File: config.mk
export PLATFORM = sky130hd
export DESIGN_NAME = ppl_dispatch
export DESIGN_NICKNAME = d
export VERILOG_FILES = /design/src/rtl/ppl_dispatch.sv
export SDC_FILE = /design/constraint.sdc
export NUM_CORES = 2
export LEC_CHECK = 0
export ABC_CLOCK_PERIOD_IN_PS = 9080
export CELL_PAD_IN_SITES_DETAIL_PLACEMENT = 0
export CELL_PAD_IN_SITES_GLOBAL_PLACEMENT = 2
export CORE_MARGIN = 4
export CORE_UTILIZATION = 34
export CTS_CLUSTER_DIAMETER = 40
export DETAILED_ROUTE_END_ITERATION = 16
export PLACE_DENSITY_LB_ADDON = 0.25
export SLEW_MARGIN = 20
export SYNTH_ARGS = -nofsm -noshare
export SYNTH_HDL_FRONTEND = slang
export SYNTH_SLANG_ARGS = --single-unit
export TNS_END_PERCENT = 5
File: constraint.sdc
create_clock -name clk -period 9.08 [get_ports clk]
set_input_delay 0.908 -clock clk [delete_from_list [all_inputs] [get_ports clk]]
set_output_delay 0.908 -clock clk [all_outputs]
set_load 0.02 [all_outputs]
File: src/rtl/ppl_dispatch.sv
// rtl/ppl_dispatch.sv - raymarch pipeline dispatch: recirculated rays first, then raster-scanned primary rays
// Single-entry output register; in-flight counter throttles primary rays and detects frame completion.
module ppl_dispatch #(
  parameter int H_DISP       = 1280,
  parameter int V_DISP       = 720,
  parameter int POS_W        = 16,
  parameter int SLOPE_W      = 20,
  parameter int CNT_W        = 4,
  parameter int SCALE_SH     = 7,
  parameter int MAX_INFLIGHT = 64,
  parameter int ADDR_W       = $clog2(H_DISP*V_DISP),
  parameter int IF_W         = $clog2(MAX_INFLIGHT+1)
) (
  input  logic               clk,
  input  logic               rst,
  input  logic               frame_start,
  input  logic [POS_W-1:0]   cam_pos_x,
  input  logic [POS_W-1:0]   cam_pos_y,
  input  logic [POS_W-1:0]   cam_pos_z,
  input  logic [SLOPE_W-1:0] vp_origin_x,
  input  logic [SLOPE_W-1:0] vp_origin_y,
  input  logic [SLOPE_W-1:0] vp_origin_z,
  input  logic [SLOPE_W-1:0] vp_u_x,
  input  logic [SLOPE_W-1:0] vp_u_y,
  input  logic [SLOPE_W-1:0] vp_u_z,
  input  logic [SLOPE_W-1:0] vp_v_x,
  input  logic [SLOPE_W-1:0] vp_v_y,
  input  logic [SLOPE_W-1:0] vp_v_z,
  input  logic               rec_valid,
  output logic               rec_ready,
  input  logic [POS_W-1:0]   rec_pos_x,
  input  logic [POS_W-1:0]   rec_pos_y,
  input  logic [POS_W-1:0]   rec_pos_z,
  input  logic [SLOPE_W-1:0] rec_slope_x,
  input  logic [SLOPE_W-1:0] rec_slope_y,
  input  logic [SLOPE_W-1:0] rec_slope_z,
  input  logic [CNT_W-1:0]   rec_cnt,
  input  logic [ADDR_W-1:0]  rec_addr,
  input  logic               ray_retire,
  output logic               out_valid,
  input  logic               out_ready,
  output logic [POS_W-1:0]   out_pos_x,
  output logic [POS_W-1:0]   out_pos_y,
  output logic [POS_W-1:0]   out_pos_z,
  output logic [SLOPE_W-1:0] out_slope_x,
  output logic [SLOPE_W-1:0] out_slope_y,
  output logic [SLOPE_W-1:0] out_slope_z,
  output logic [CNT_W-1:0]   out_cnt,
  output logic [ADDR_W-1:0]  out_addr,
  output logic [IF_W-1:0]    in_flight,
  output logic               busy,
  output logic               frame_done
);

  localparam int X_W  = (H_DISP > 1) ? $clog2(H_DISP) : 1;
  localparam int Y_W  = (V_DISP > 1) ? $clog2(V_DISP) : 1;
  localparam int UV_W = 13;
  localparam int PR_W = SLOPE_W + UV_W;

  typedef enum logic [1:0] {S_IDLE, S_RUN, S_DRAIN} state_t;

  state_t             state_q, state_d;
  logic [X_W-1:0]     x_q, x_d;
  logic [Y_W-1:0]     y_q, y_d;
  logic [ADDR_W-1:0]  addr_q, addr_d;
  logic [IF_W-1:0]    in_flight_q, in_flight_d;
  logic               out_valid_q, out_valid_d;
  logic               frame_done_q, frame_done_d;
  logic [POS_W-1:0]   opx_q, opx_d, opy_q, opy_d, opz_q, opz_d;
  logic [SLOPE_W-1:0] osx_q, osx_d, osy_q, osy_d, osz_q, osz_d;
  logic [CNT_W-1:0]   ocnt_q, ocnt_d;
  logic [ADDR_W-1:0]  oaddr_q, oaddr_d;
  logic [POS_W-1:0]   cpx_q, cpx_d, cpy_q, cpy_d, cpz_q, cpz_d;
  logic [SLOPE_W-1:0] vox_q, vox_d, voy_q, voy_d, voz_q, voz_d;
  logic [SLOPE_W-1:0] vux_q, vux_d, vuy_q, vuy_d, vuz_q, vuz_d;
  logic [SLOPE_W-1:0] vvx_q, vvx_d, vvy_q, vvy_d, vvz_q, vvz_d;

  logic                    load, emit, retire_ok, last_x, last_y, can_issue;
  logic signed [UV_W-1:0]  uv_x, uv_y;

  // origin + ((u*uv_x - v*uv_y) >>> SCALE_SH), evaluated wide then truncated
  function automatic logic [SLOPE_W-1:0] calc_slope(
    input logic [SLOPE_W-1:0] org,
    input logic [SLOPE_W-1:0] u,
    input logic [SLOPE_W-1:0] v,
    input logic [UV_W-1:0]    ux,
    input logic [UV_W-1:0]    uy
  );
    logic signed [PR_W-1:0] oe, ue, ve, xe, ye, sum;
    oe  = {{UV_W{org[SLOPE_W-1]}}, org};
    ue  = {{UV_W{u[SLOPE_W-1]}}, u};
    ve  = {{UV_W{v[SLOPE_W-1]}}, v};
    xe  = {{SLOPE_W{ux[UV_W-1]}}, ux};
    ye  = {{SLOPE_W{uy[UV_W-1]}}, uy};
    sum = ue * xe - ve * ye;
    sum = (sum >>> SCALE_SH) + oe;
    return sum[SLOPE_W-1:0];
  endfunction

  assign uv_x      = {{(UV_W-X_W){1'b0}}, x_q} - UV_W'(H_DISP/2);
  assign uv_y      = {{(UV_W-Y_W){1'b0}}, y_q} - UV_W'(V_DISP/2);
  assign last_x    = (x_q == X_W'(H_DISP-1));
  assign last_y    = (y_q == Y_W'(V_DISP-1));
  assign can_issue = (in_flight_q < IF_W'(MAX_INFLIGHT));
  assign load      = ~out_valid_q | out_ready;
  assign retire_ok = ray_retire & (in_flight_q != '0);

  always_comb begin
    state_d      = state_q;
    x_d          = x_q;
    y_d          = y_q;
    addr_d       = addr_q;
    in_flight_d  = in_flight_q;
    out_valid_d  = out_valid_q;
    frame_done_d = 1'b0;
    opx_d = opx_q;  opy_d = opy_q;  opz_d = opz_q;
    osx_d = osx_q;  osy_d = osy_q;  osz_d = osz_q;
    ocnt_d = ocnt_q;
    oaddr_d = oaddr_q;
    cpx_d = cpx_q;  cpy_d = cpy_q;  cpz_d = cpz_q;
    vox_d = vox_q;  voy_d = voy_q;  voz_d = voz_q;
    vux_d = vux_q;  vuy_d = vuy_q;  vuz_d = vuz_q;
    vvx_d = vvx_q;  vvy_d = vvy_q;  vvz_d = vvz_q;
    rec_ready = 1'b0;
    emit      = 1'b0;

    if (load) begin
      if (rec_valid) begin
        rec_ready   = ~rst;
        out_valid_d = 1'b1;
        opx_d = rec_pos_x;    opy_d = rec_pos_y;    opz_d = rec_pos_z;
        osx_d = rec_slope_x;  osy_d = rec_slope_y;  osz_d = rec_slope_z;
        ocnt_d  = rec_cnt;
        oaddr_d = rec_addr;
      end else if (state_q == S_RUN && can_issue) begin
        emit        = 1'b1;
        out_valid_d = 1'b1;
        opx_d = cpx_q;  opy_d = cpy_q;  opz_d = cpz_q;
        osx_d = calc_slope(vox_q, vux_q, vvx_q, uv_x, uv_y);
        osy_d = calc_slope(voy_q, vuy_q, vvy_q, uv_x, uv_y);
        osz_d = calc_slope(voz_q, vuz_q, vvz_q, uv_x, uv_y);
        ocnt_d  = '0;
        oaddr_d = addr_q;
        if (last_x) begin
          x_d = '0;
          y_d = last_y ? '0 : y_q + Y_W'(1);
        end else begin
          x_d = x_q + X_W'(1);
        end
        addr_d = (last_x && last_y) ? '0 : addr_q + ADDR_W'(1);
      end else begin
        out_valid_d = 1'b0;
      end
    end

    if (emit && !retire_ok)
      in_flight_d = in_flight_q + IF_W'(1);
    else if (!emit && retire_ok)
      in_flight_d = in_flight_q - IF_W'(1);

    case (state_q)
      S_IDLE: begin
        if (frame_start) begin
          state_d = S_RUN;
          x_d = '0;  y_d = '0;  addr_d = '0;
          cpx_d = cam_pos_x;    cpy_d = cam_pos_y;    cpz_d = cam_pos_z;
          vox_d = vp_origin_x;  voy_d = vp_origin_y;  voz_d = vp_origin_z;
          vux_d = vp_u_x;       vuy_d = vp_u_y;       vuz_d = vp_u_z;
          vvx_d = vp_v_x;       vvy_d = vp_v_y;       vvz_d = vp_v_z;
        end
      end
      S_RUN: begin
        if (emit && last_x && last_y) state_d = S_DRAIN;
      end
      S_DRAIN: begin
        if (in_flight_q == '0) begin
          state_d      = S_IDLE;
          frame_done_d = 1'b1;
        end
      end
      default: state_d = S_IDLE;
    endcase
  end

  always_ff @(posedge clk) begin
    if (rst) begin
      state_q      <= S_IDLE;
      x_q          <= '0;
      y_q          <= '0;
      addr_q       <= '0;
      in_flight_q  <= '0;
      out_valid_q  <= 1'b0;
      frame_done_q <= 1'b0;
      opx_q <= '0;  opy_q <= '0;  opz_q <= '0;
      osx_q <= '0;  osy_q <= '0;  osz_q <= '0;
      ocnt_q  <= '0;
      oaddr_q <= '0;
      cpx_q <= '0;  cpy_q <= '0;  cpz_q <= '0;
      vox_q <= '0;  voy_q <= '0;  voz_q <= '0;
      vux_q <= '0;  vuy_q <= '0;  vuz_q <= '0;
      vvx_q <= '0;  vvy_q <= '0;  vvz_q <= '0;
    end else begin
      state_q      <= state_d;
      x_q          <= x_d;
      y_q          <= y_d;
      addr_q       <= addr_d;
      in_flight_q  <= in_flight_d;
      out_valid_q  <= out_valid_d;
      frame_done_q <= frame_done_d;
      opx_q <= opx_d;  opy_q <= opy_d;  opz_q <= opz_d;
      osx_q <= osx_d;  osy_q <= osy_d;  osz_q <= osz_d;
      ocnt_q  <= ocnt_d;
      oaddr_q <= oaddr_d;
      cpx_q <= cpx_d;  cpy_q <= cpy_d;  cpz_q <= cpz_d;
      vox_q <= vox_d;  voy_q <= voy_d;  voz_q <= voz_d;
      vux_q <= vux_d;  vuy_q <= vuy_d;  vuz_q <= vuz_d;
      vvx_q <= vvx_d;  vvy_q <= vvy_d;  vvz_q <= vvz_d;
    end
  end

  assign out_valid   = out_valid_q;
  assign out_pos_x   = opx_q;
  assign out_pos_y   = opy_q;
  assign out_pos_z   = opz_q;
  assign out_slope_x = osx_q;
  assign out_slope_y = osy_q;
  assign out_slope_z = osz_q;
  assign out_cnt     = ocnt_q;
  assign out_addr    = oaddr_q;
  assign in_flight   = in_flight_q;
  assign busy        = (state_q != S_IDLE);
  assign frame_done  = frame_done_q;

endmodule

==> impl_metrics.json <==
{
  "cts_root_buf": "clkbuf_16",
  "max_cap_violations": 0,
  "period_minus_slack_ps": 8750,
  "synth.avg_cell_area_um2": 8.79,
  "ys.flop_type": "dfxtp_1",
  "worst_path_most_repeated_cell": "fa_1",
  "r2r-end": "out_slope_y[19]",
  "crit_slowest_cell": "fa_1",
  "numPortBuffers": 508,
  "drive_gt1_share_pct": 6.52,
  "via_per_inst": 4.77,
  "max_freq_ghz": 0.114,
  "gp_congestion": 0.894,
  "grt_setup_unrepaired": "true",
  "clk_latency_ps": 760,
  "final_design_area_no_fill_mm2": 0.0739,
  "fin_util_pct": 41.4,
  "seq_area_frac_synth_pct": 13.5,
  "reg2reg_depth": 34,
  "cts_sinks": 412,
  "dr.pass1.iters": 5,
  "grt_max_degree": 209,
  "rrSetupSlack_ps": 330,
  "start_util_pct": 34.2,
  "async_flop_share_pct": 0,
  "drcViolationCount": 0,
  "cp.buffers_inverters": 8,
  "final_cell_mix": "1,260 x inv_1, 1,196 x fa_1, 1,092 x nand2_1, 544 x and2_1, 506 x clkdlybuf4s50_1",
  "core_mm2": 0.179,
  "pre_cts_ws_ps": 37.9,
  "die_h_um": 432,
  "syn2layout_area_growth_pct": 20.8,
  "start_kind": "register",
  "place_hpwl_um": 178000,
  "hold_violations": 0,
  "vdd_drop_max_mv": 0.590,
  "slew_viol_final": 0,
  "critPathMaxFanout": 10,
  "htreeDepth": 3,
  "synth-seq-cells": 412,
  "setup_violations": 0,
  "synth_cell_types": 69,
  "antenna_found_initial": 25,
  "cts_made_buffers": 105,
  "path_depth": 34,
  "rows": 155,
  "crit_family": "adder cells",
  "synthesis.nets": 8921,
  "slew_headroom_pct": 30.6,
  "p_per_area_mw_per_mm2": 441,
  "grt_util_all_layers_pct": 23.5,
  "status": "complete, no violations",
  "hold_class": "reg2reg",
  "min_to": "cpz_q[4]",
  "tritoncts": "built",
  "grt_pass1_wl_um": 327000,
  "setup_ws_ps": 326,
  "path_clk_slew_ps": 50,
  "wl_um": 216000,
  "synth_edf_count": 0,
  "critPathCaptureType": "register",
  "overflow": 0,
  "min_path_cells": 2,
  "syn_inst": 6960,
  "critPathMaxStageDelay_ps": 580,
  "first_global_vias": 50100,
  "die_area_mm2": 0.187,
  "routedWlPerCell_um": 22.0,
  "p_leak_nw": 32.7,
  "critPathKind": "reg2reg",
  "nets": 9348,
  "drt_iter0_drc": 2586,
  "fin_skew_ps": 73.9,
  "r2r-start": "y_q[4]",
  "clk_path_buf_depth": 3,
  "ctsHoldBuffers": 0,
  "power_mw": 32.6,
  "hp-start": "cpz_q[4]",
  "ant_nets": 0,
  "ioPinCount": 509,
  "vias": 46900,
  "worst_pin_slew_ps": 1040,
  "dp_cells": 9629,
  "dpl_cell_area_mm2": 0.0697,
  "cp.arrival_ps": 9340,
  "final_common_cell": "inv_1",
  "die_width_um": 432,
  "required_ps": 9660,
  "synth_warnings": 0,
  "synth_area_mm2": 0.0612,
  "post-route-period-util_pct": 96.4,
  "instances_no_fill": 9836
}
## cell type report
type / instances / area [µm²]
multi-input cells: 4872 / 46900
fillers: 17900 / 105000
diodes: 9 / 22.5
well taps: 2355 / 2950
clock buffers: 133 / 2930
clock inverters: 59 / 930
inverters: 1263 / 4740
flip-flops and latches: 412 / 8260
repair buffers: 733 / 7120
## how the worst max path moves through the flow
stage,startpoint,to,slack [ps]
2_1_floorplan,x_q[7],out_slope_x[19],40
3_3_place_gp,y_q[3],out_slope_z[18],40
3_5_place_dp,y_q[3],out_slope_z[17],40
4_1_cts,y_q[3],out_slope_z[19],40
5_1_grt,y_q[4],out_slope_z[18],-110
6_report,y_q[4],out_slope_y[19],330
## metrics by stage
stage | hold WS [ps] | setup TNS [ps]
after floorplan | 436 | 0
after global placement | 441 | 0
after detailed placement | 445 | 0
after CTS | 452 | 0
after global routing | 468 | -522
final | 451 | 0
## logic make-up (layout without fill, tap and decap cells)
kind of cell | Yosys count | in the layout | share of synthesized area [%]
flops | 412 | 412 | 13.5
compound gates | 637 | 637 | 6.33
other cells | 0 | 9 | 0
buf+inv | 1676 | 2188 | 10.3
mux | 76 | 76 | 1.24
simple gates | 2327 | 2327 | 17.9
xor+xnor | 237 | 237 | 3.45
fa+ha+maj | 1595 | 1595 | 47.3
## what timing repair did
action,CTS,global route
buffers inserted,0,6
endpoints found under the hold margin,0,0
resized for setup,0,50
setup endpoints to repair,0,25
## power breakdown
part	total [mW]	leakage [nW]	switching (mW)	internal [mW]
Clock	4.09	1.86	1.33	2.76
Combinational	26.2	27.5	15.1	11.1
Sequential	2.30	3.40	0.249	2.05
## synthesized netlist by cell type (all sizes together), types with 76 or more instances
| cell type | n | area share [%] |
|---|---|---|
| nand2 | 1094 | 6.7 |
| xnor2 | 171 | 2.5 |
| fa | 1198 | 39 |
| a21oi | 330 | 2.7 |
| a211oi | 98 | 1.2 |
| clkbuf | 384 | 2.4 |
| nand2b | 105 | 1.1 |
| dfxtp | 412 | 13 |
| ha | 397 | 8.1 |
| inv | 1262 | 7.7 |
| mux2i | 76 | 1.2 |
| nor2 | 341 | 2.1 |
| and2 | 545 | 5.6 |
## layer usage
layer,wire (µm),GRT usage [%]
met5,391,0.625
met4,4700,5.42
met3,22000,8.80
met2,86800,32.8
met1,103000,34.1
## tightest hold or removal path: cells and delay by family (launching register included)
kind            cells  cell delay (ps)
flops               1              300
simple gates        1               50
compound gates      1               50
No activity file was read; power rests on OpenSTA's default activity.
